## config.mk

```make
export PLATFORM = sky130hd
export DESIGN_NAME = uart_rx
export DESIGN_NICKNAME = d
export VERILOG_FILES = /design/src/rtl/uart_rx.sv
export SDC_FILE = /design/constraint.sdc
export NUM_CORES = 1
export LEC_CHECK = 0
export BUFFER_PORTS_ARGS = -buffer_cell sky130_fd_sc_hd__buf_4
export CAP_MARGIN = 20
export CORE_UTILIZATION = 48
export CTS_BUF_LIST = sky130_fd_sc_hd__clkbuf_4
export DETAILED_ROUTE_END_ITERATION = 7
export PLACE_DENSITY = 0.66
export REMOVE_ABC_BUFFERS = 1
export SLEW_MARGIN = 30
export SYNTH_ARGS = -nofsm -noshare
export SYNTH_HDL_FRONTEND = slang
export SYNTH_SLANG_ARGS = --single-unit
```

## constraint.sdc

```tcl
create_clock -name clk -period 2.5 [get_ports clk]
set_clock_uncertainty 0.2 [all_clocks]
set_input_delay 0.5 -clock clk [delete_from_list [all_inputs] [get_ports clk]]
set_output_delay 0.5 -clock clk [all_outputs]
set_load 0.01 [all_outputs]
```

## src/rtl/uart_rx.sv

```systemverilog
// 8N1 UART receiver: 2-flop synchronized input, start-edge detection, mid-bit sampling.
// Emits a one-cycle valid pulse with the received byte, or a frame_err pulse on a bad stop bit.
module uart_rx #(
  parameter int CLKS_PER_BIT = 5301,
  parameter int HALF_BIT     = CLKS_PER_BIT / 2
) (
  input  logic       clk,
  input  logic       reset,
  input  logic       rx,
  output logic [7:0] data,
  output logic       valid,
  output logic       frame_err,
  output logic       busy
);

  typedef enum logic [1:0] {S_IDLE, S_START, S_DATA, S_STOP} state_t;

  localparam logic [12:0] HALF_LAST = 13'(HALF_BIT - 1);
  localparam logic [12:0] BIT_LAST  = 13'(CLKS_PER_BIT - 1);

  state_t      state_q, state_d;
  logic        rx_meta_q, rx_meta_d;
  logic        rx_s_q, rx_s_d;
  logic        rx_d_q, rx_d_d;
  logic [12:0] cnt_q, cnt_d;
  logic [2:0]  idx_q, idx_d;
  logic [7:0]  shift_q, shift_d;
  logic [7:0]  data_q, data_d;
  logic        valid_q, valid_d;
  logic        frame_err_q, frame_err_d;
  logic        busy_q, busy_d;

  always_comb begin
    rx_meta_d   = rx;
    rx_s_d      = rx_meta_q;
    rx_d_d      = rx_s_q;
    state_d     = state_q;
    cnt_d       = cnt_q;
    idx_d       = idx_q;
    shift_d     = shift_q;
    data_d      = data_q;
    valid_d     = 1'b0;
    frame_err_d = 1'b0;

    case (state_q)
      S_IDLE: begin
        if (rx_d_q && !rx_s_q) begin
          state_d = S_START;
          cnt_d   = '0;
        end
      end
      S_START: begin
        if (cnt_q == HALF_LAST) begin
          cnt_d = '0;
          idx_d = '0;
          // A start bit that is high again at its centre was a glitch.
          state_d = rx_s_q ? S_IDLE : S_DATA;
        end else begin
          cnt_d = cnt_q + 13'd1;
        end
      end
      S_DATA: begin
        if (cnt_q == BIT_LAST) begin
          shift_d[idx_q] = rx_s_q;
          cnt_d          = '0;
          if (idx_q == 3'd7) begin
            state_d = S_STOP;
          end else begin
            idx_d = idx_q + 3'd1;
          end
        end else begin
          cnt_d = cnt_q + 13'd1;
        end
      end
      S_STOP: begin
        if (cnt_q == BIT_LAST) begin
          if (rx_s_q) begin
            data_d  = shift_q;
            valid_d = 1'b1;
          end else begin
            frame_err_d = 1'b1;
          end
          cnt_d   = '0;
          state_d = S_IDLE;
        end else begin
          cnt_d = cnt_q + 13'd1;
        end
      end
      default: begin
        state_d = S_IDLE;
        cnt_d   = '0;
      end
    endcase

    busy_d = (state_d != S_IDLE);
  end

  always_ff @(posedge clk) begin
    if (!reset) begin
      state_q     <= S_IDLE;
      rx_meta_q   <= 1'b1;
      rx_s_q      <= 1'b1;
      rx_d_q      <= 1'b1;
      cnt_q       <= '0;
      idx_q       <= '0;
      shift_q     <= '0;
      data_q      <= '0;
      valid_q     <= 1'b0;
      frame_err_q <= 1'b0;
      busy_q      <= 1'b0;
    end else begin
      state_q     <= state_d;
      rx_meta_q   <= rx_meta_d;
      rx_s_q      <= rx_s_d;
      rx_d_q      <= rx_d_d;
      cnt_q       <= cnt_d;
      idx_q       <= idx_d;
      shift_q     <= shift_d;
      data_q      <= data_d;
      valid_q     <= valid_d;
      frame_err_q <= frame_err_d;
      busy_q      <= busy_d;
    end
  end

  assign data      = data_q;
  assign valid     = valid_q;
  assign frame_err = frame_err_q;
  assign busy      = busy_q;

endmodule

```

==> results.py, run 1 <==
metrics = {
    "setup_path": {
        "r2r_cells": 6,
        "r2r_end": "data[7]",
        "worst_ep_arrival_time_ns": 2.19,
        "required_ns": 2.53,
        "worstSetupEndpointType": "register",
        "r2r-start": "cnt_q[0]",
        "crit_type": "register to register",
        "crit_end": "data[7]",
        "cp_max_fo": 9,
        "crit_start": "cnt_q[0]",
        "r2r_slack_ns": 0.34,
        "critPathLaunchType": "register",
    },
    "placed_design": {
        "placed_cells": 279,
        "io_buffers": 13,
        "pre_cts_slack_ns": 0.355,
        "dpl.hpwl_mm": 2.83,
        "routabilityCongestion": 0.811,
    },
    "sta": {
        "hold_viol": 0,
        "setup_slack_ns": 0.341,
        "setup_viol": 0,
        "period_needed_ns": 2.16,
        "tightest_slew_ns": 0.551,
        "finalSetupTns_ns": 0,
        "max_freq_mhz": 463,
        "slew_violations": 0,
        "min_period_over_period_pct": 86.4,
        "rsz0062_at_grt": "false",
        "relSlewSlack_pct": 63.3,
    },
    "grt": {
        "grt_pass1_wl_mm": 7.07,
        "grt_max_degree": 35,
        "track_usage_pct": 20.6,
        "grt.overflow.total": 0,
        "grt_pass1_vias": 1421,
        "grt_antenna_before_repair": 0,
    },
    "power": {
        "internal_power_uw": 763,
        "powerDensity_nw_per_um2": 448,
        "seq_power_share_pct": 62.9,
        "switching_power_uw": 264,
        "switching_share_pct": 25.7,
        "power.leakage_uw": 0.000810,
        "combPwrFrac_pct": 5.2,
        "irDropWorstVdd_v": 0.000242,
        "clock_power_share_pct": 31.9,
    },
    "logic_synthesis": {
        "ys_seq_area_share_pct": 37.3,
        "mappedNetlistArea_um2": 2140,
        "synthArstFlopShare_pct": 0,
        "synth_edf_count": 0,
        "avgSynthCellArea_um2": 9.49,
        "yosys_warnings": 0,
        "ys_ff_latch": 40,
        "ys_types": 55,
        "synth_ff_type": "dfxtp_1",
        "synthCells": 226,
    },
    "clock_tree": {
        "clk_pin_slew_ns": 0.12,
        "root_buffer": "clkbuf_4",
        "postCtsHoldBufs": 0,
        "cts-resized-gates": 0,
        "clock_path_buffers": 2,
        "cts_sinks": 40,
        "cts_setup_buffers": 0,
        "clkLatencyLatePin_ns": 0.36,
        "htreeDepth": 2,
        "tritoncts": "done",
        "cts_inserted_buffers": 5,
    },
    "floorplan": {
        "die_h_um": 68.8,
        "die_x_um": 68.8,
        "dieArea_um2": 4740,
        "initial_utilization_pct": 51.8,
        "design.core.area_um2": 4140,
        "rows": 23,
        "io-pin-count": 14,
    },
    "detailed_routing": {
        "viasPerCell": 5.84,
        "antenna_left": 0,
        "vias": 1671,
        "drc": 0,
        "wire_per_inst_um": 14.7,
        "drt_iter0_drc": 100,
        "wl_mm": 4.20,
        "first_pass_iters": 4,
    },
    "finish": {
        "final_layout_size_suffix_gt1_share_pct": 21.6,
        "diodes": 0,
        "syn2layout_area_growth_pct": 6.88,
        "nNetsFinal": 244,
        "final_cells": 286,
    },
    "job": {
        "cap_violations": 0,
    },
    "min_path": {
        "hp-class": "input pin to register",
        "hp-start": "rx",
    },
    "status": {
        "status": "finished clean",
    },
}
## synthesized netlist by cell type, drive strengths merged, types with 2 or more instances
| cell | n | share of area (%) |
|---|---|---|
| and3 | 3 | 0.88 |
| and2 | 2 | 0.58 |
| and4 | 2 | 0.82 |
| ha | 5 | 2.9 |
| or3 | 2 | 0.58 |
| o31a | 2 | 0.82 |
| o21a | 2 | 0.70 |
| a21boi | 3 | 1.1 |
| a31oi | 2 | 0.88 |
| buf | 9 | 3.2 |
| a311oi | 2 | 1.6 |
| dfxtp | 40 | 37 |
| nor4b | 4 | 2.5 |
| nor3 | 3 | 0.70 |
| a21oi | 9 | 3.0 |
| o22ai | 8 | 3.5 |
| and4bb | 3 | 1.8 |
| nand4 | 7 | 2.7 |
| nand2 | 27 | 4.8 |
| clkbuf | 4 | 0.76 |
| o2111ai | 2 | 1.4 |
| mux2i | 17 | 7.9 |
| o211ai | 2 | 0.70 |
| nand4b | 2 | 0.82 |
| o221ai | 2 | 0.82 |
| or2 | 2 | 0.58 |
| and4b | 2 | 1.1 |
| inv | 9 | 1.6 |
| nand2b | 5 | 1.5 |
| o21ai | 5 | 1.5 |
| nand3 | 7 | 1.6 |
| nor2 | 7 | 1.3 |
| nor4 | 7 | 2.0 |
| nor2b | 11 | 3.2 |
## cell type report
| cell class | instances | area [um^2] |
|---|---|---|
| fill | 399 | 1850 |
| clock buffer | 5 | 37.5 |
| tap | 50 | 62.6 |
| multi-input combinational | 163 | 1220 |
| inverter | 9 | 33.8 |
| clock inverter | 2 | 12.5 |
| sequential | 40 | 801 |
| timing repair buffer | 17 | 128 |
## cells by family after synthesis
logic type	share of synthesized area, %
muxes	7.93
adders and majority gates	2.92
and+or+nand+nor	27.9
buffers and inverters	5.89
AOI/OAI and AO/OA	18.0
DFF	37.3
## power groups by stage
stage / Sequential [uW] / Combinational [uW] / Clock (uW)
2_1_floorplan: 660 / 29.5 / 0
3_3_place_gp: 661 / 53.6 / 0
3_5_place_dp: 661 / 54.1 / 0
4_1_cts: 647 / 53.7 / 340
5_1_grt: 648 / 58.6 / 366
6_report: 647 / 53.4 / 327
## layout by cell type, fill, tap and decap left out, types with 2 or more instances in the layout
cell type   n
nand3_1     7
o21ai_2     2
nand4b_1    2
nand4_1     6
buf_4      17
clkbuf_4    5
nand2b_1    5
ha_1        5
o22ai_1     4
nand2_1    26
a21oi_2     5
and4bb_2    3
and3_1      3
nor4_1      7
o21ai_1     2
inv_1       9
a21boi_1    3
o21a_1      2
o31a_1      2
nor4b_2     3
o22ai_2     4
dfxtp_1    40
o211ai_1    2
or3_1       2
or2_2       2
nor2b_1    11
mux2i_1    17
and4_1      2
and2_1      2
a21oi_1     4
nor3_1      3
o2111ai_2   2
nor2_1      6
o221ai_1    2
## worst max-delay path, stage by stage, from the launching register on
cell and delay (ns):
dfxtp_1 0.38, inv_1 0.07, ha_1 0.16, and4bb_2 0.34
and4_1 0.58, mux2i_1 0.24, nor2_1 0.05
## per-layer routing
layer / vias up / routed length, um / GRT usage [%]
met1: 785 / 2260 / 30.8
met2: 29 / 1700 / 27.2
met5: - / 0 / 0
li1: 851 / - / -
met3: 6 / 176 / 5.92
met4: 0 / 66 / 7.65
## stage by stage
stage	power [uW]	area (um^2)	util [%]	hold WS, ns
6_report	1030	2290	55.3	0.123
5_1_grt	1070	2290	55.3	0.101
4_1_cts	1040	2290	55.3	0.108
3_5_place_dp	715	2240	54.1	0.208
3_3_place_gp	715	2240	54.1	0.190
2_1_floorplan	690	2050	-	0.186
## registers in the layout (all words and copies together), names as in the netlist
signal	cells
rx_d_q	1
rx_meta_q	1
frame_err	1
idx_q	3
data	8
valid	1
rx_d_d	1
state_q	2
busy	1
shift_q	8
cnt_q	13
## how the worst min path moves through the flow
| stage | slack (ns) | cells after the start | end |
|---|---|---|---|
| global route | 0.10 | 2 | rx_meta_q |
| floorplan | 0.19 | 1 | rx_d_d |
| global placement | 0.19 | 1 | rx_d_d |
| finish | 0.12 | 2 | rx_meta_q |
| CTS | 0.11 | 2 | rx_meta_q |
| detailed placement | 0.21 | 1 | rx_d_d |
No activity file was read; power rests on OpenSTA's default activity.
==> run 2: changes to the inputs <==
--- a/config.mk
+++ b/config.mk
@@ -10,7 +10,7 @@
 export CORE_UTILIZATION = 48
 export CTS_BUF_LIST = sky130_fd_sc_hd__clkbuf_4
 export DETAILED_ROUTE_END_ITERATION = 7
-export PLACE_DENSITY = 0.66
+export PLACE_DENSITY = 0.68
 export REMOVE_ABC_BUFFERS = 1
 export SLEW_MARGIN = 30
 export SYNTH_ARGS = -nofsm -noshare
==> constraint.sdc (replaced) <==
create_clock -name clk -period 1.9 [get_ports clk]
set_clock_uncertainty 0.2 [all_clocks]
set_input_delay 0.38 -clock clk [delete_from_list [all_inputs] [get_ports clk]]
set_output_delay 0.38 -clock clk [all_outputs]
set_load 0.01 [all_outputs]
==> run 2 against run 1 <==
- the flow now finishes with violations (negative setup slack)
- combinational power increased by 55%
- core utilization increased by 8.6 points
- design area increased by 16%
- critical endpoint is now shift_q[1]
- sequential share of layout area decreased by 4.5 points
- total power increased by 35%
- global-route usage increased by 2.7 points
- final cell count increased by 12%
- clock power increased by 37%
- highest routed layer unchanged
- worst hold slack improved by 0.027 ns
==> results.py, run 2 (same netlist as run 1, synthesis figures left out) <==
metrics = {
    "grt": {
        "grt_max_degree": 21,
        "met2_usage_pct": 35.0,
        "grt_antenna_before_repair": 0,
        "track_usage_pct": 23.3,
        "grt.overflow.total": 0,
        "busiest_layer": "met2",
        "gr-usage-met1_pct": 32.6,
        "grt_pass1_vias": 1715,
        "use_met3_pct": 4.77,
        "grt_pass1_wl_mm": 8.12,
    },
    "finish": {
        "stdcell_area_um2": 2650,
        "nFillCells": 363,
        "final_cell_mix": "42 x buf_4, 37 x dfxtp_1, 26 x nand2_1",
        "final_layout_size_suffix_gt1_share_pct": 34.6,
        "nNetsFinal": 276,
        "syn2layout_area_growth_pct": 23.5,
        "regArea_um2": 805,
        "diodes": 0,
        "final_cells": 319,
        "multi_input_area_um2": 1280,
        "final_common_cell": "buf_4",
        "largest_reg_flops": 13,
        "largest_register": "cnt_q",
    },
    "detailed_routing": {
        "vias": 1819,
        "wl_mm": 4.78,
        "drt_iter0_drc": 106,
        "antenna_left": 0,
        "first_pass_iters": 4,
        "viasPerCell": 5.70,
        "wire_per_inst_um": 15.0,
        "drc": 0,
    },
    "clock_tree": {
        "htreeDepth": 2,
        "clkLatencyLatePin_ns": 0.36,
        "clock_path_buffers": 2,
        "cts_inserted_buffers": 5,
        "tritoncts": "done",
        "cts_sinks": 40,
        "clk_pin_slew_ns": 0.14,
        "root_buffer": "clkbuf_4",
    },
    "status": {
        "violations": "negative setup slack",
        "status": "finished, violations left",
    },
    "placed_design": {
        "routabilityCongestion": 0.798,
        "io_buffers": 13,
        "placed_cells": 303,
        "postPlaceCellArea_um2": 2450,
        "dpl.hpwl_mm": 3.25,
    },
    "setup_path": {
        "required_ns": 2.00,
        "crit_slowest_cell": "dfxtp_2",
        "cp_max_fo": 7,
        "path_buf_inv": 3,
        "crit_type": "register to register",
        "r2r-start": "cnt_q[0]",
        "worst_ep_arrival_time_ns": 2.03,
        "cp_top_family": "simple AND/OR/NAND/NOR gates",
        "worstPathCellList": "inv_2 > ha_1 > and4bb_2 > buf_6 > nand4_4 > buf_6 > nor4b_4 > mux2i_1",
        "cpMostUsedCell": "buf_6",
        "critPathLaunchType": "register",
        "crit_start": "cnt_q[0]",
        "max_stage_delay_ns": 0.35,
        "worstSetupEndpointType": "register",
    },
    "sta": {
        "setup_viol": 1,
        "setup_slack_ns": -0.0253,
        "rsz0062_at_grt": "true",
        "min_period_over_period_pct": 101,
        "tightest_slew_ns": 0.567,
        "hold_viol": 0,
        "period_needed_ns": 1.93,
        "slew_violations": 0,
        "relSlewSlack_pct": 62.1,
        "max_freq_mhz": 519,
    },
    "min_path": {
        "hp-class": "input pin to register",
        "hp-start": "reset",
    },
    "floorplan": {
        "die_h_um": 68.8,
        "initial_utilization_pct": 51.8,
        "design.core.area_um2": 4140,
        "die_x_um": 68.8,
        "io-pin-count": 14,
        "rows": 23,
        "dieArea_um2": 4740,
    },
    "power": {
        "power_uw": 1380,
        "irDropWorstVdd_v": 0.000481,
        "powerDensity_nw_per_um2": 522,
        "power.leakage_uw": 0.000993,
    },
    "job": {
        "cap_violations": 0,
    },
}
[run 2: cell types whose count changed in the layout (fill, tap and decap cells not counted), sizes merged]
cell	delta
buf	+31
clkinvlp	+1
dlygate4sd3	+1
[run 2: repair_timing]
item	4_1_cts	5_1_grt
endpoints found under the hold margin	1	0
gates resized for setup	8	12
buffers inserted	6	1
hold buffers	1	0
pin swaps	2	3
setup endpoints to repair	7	30
[run 2: worst paths after layout]
check | end | slack, ns | depth (start not counted)
worst max register to register | shift_q[1] | -0.03 | 8
worst max-delay path | shift_q[1] | -0.03 | 8
worst min-delay path | rx_d_q | 0.15 | 2
worst min register to register | rx_d_d | 0.23 | 1
[run 2: worst register-to-register path, cell delays in order (launching register included)]
cell      delay [ns]
dfxtp_2         0.35
inv_2           0.04
ha_1            0.13
and4bb_2        0.28
buf_6           0.12
nand4_4         0.15
buf_6           0.18
nor4b_4         0.23
mux2i_1         0.21
[run 2: stage by stage]
stage	hold slack, ns	util, %	TNS [ns]	setup slack [ns]
after detailed placement	0.200	59.1	-0.0587	-0.0447
after CTS	0.135	62.5	-0.00719	-0.00391
final	0.149	63.9	-0.0253	-0.0253
after global placement	0.198	59.1	0	0.0210
after global routing	0.137	63.9	-0.678	-0.132
after floorplan	0.186	-	-2.49	-0.239
[run 2: report_power, final]
part	leakage, uW	internal, uW	switching (uW)
Combinational	0.000644	32.1	50.9
Sequential	0.000324	845	5.56
Clock	0.0000249	140	308
Total	0.000993	1020	365
[run 2: layout make-up]
class | count | share of cell area, %
clock inverter | 3 | 0.709
timing repair buffer | 49 | 15.5
sequential | 40 | 30.4
tap | 50 | 2.36
inverter | 9 | 1.28
clock buffer | 5 | 1.42
multi-input combinational | 163 | 48.3
[run 2: layer usage]
metal / part of all wire, % / up-vias
li1: - / 919
met1: 50 / 856
met2: 45 / 40
met3: 3.5 / 4
met4: 1.0 / 0
met5: 0 / -
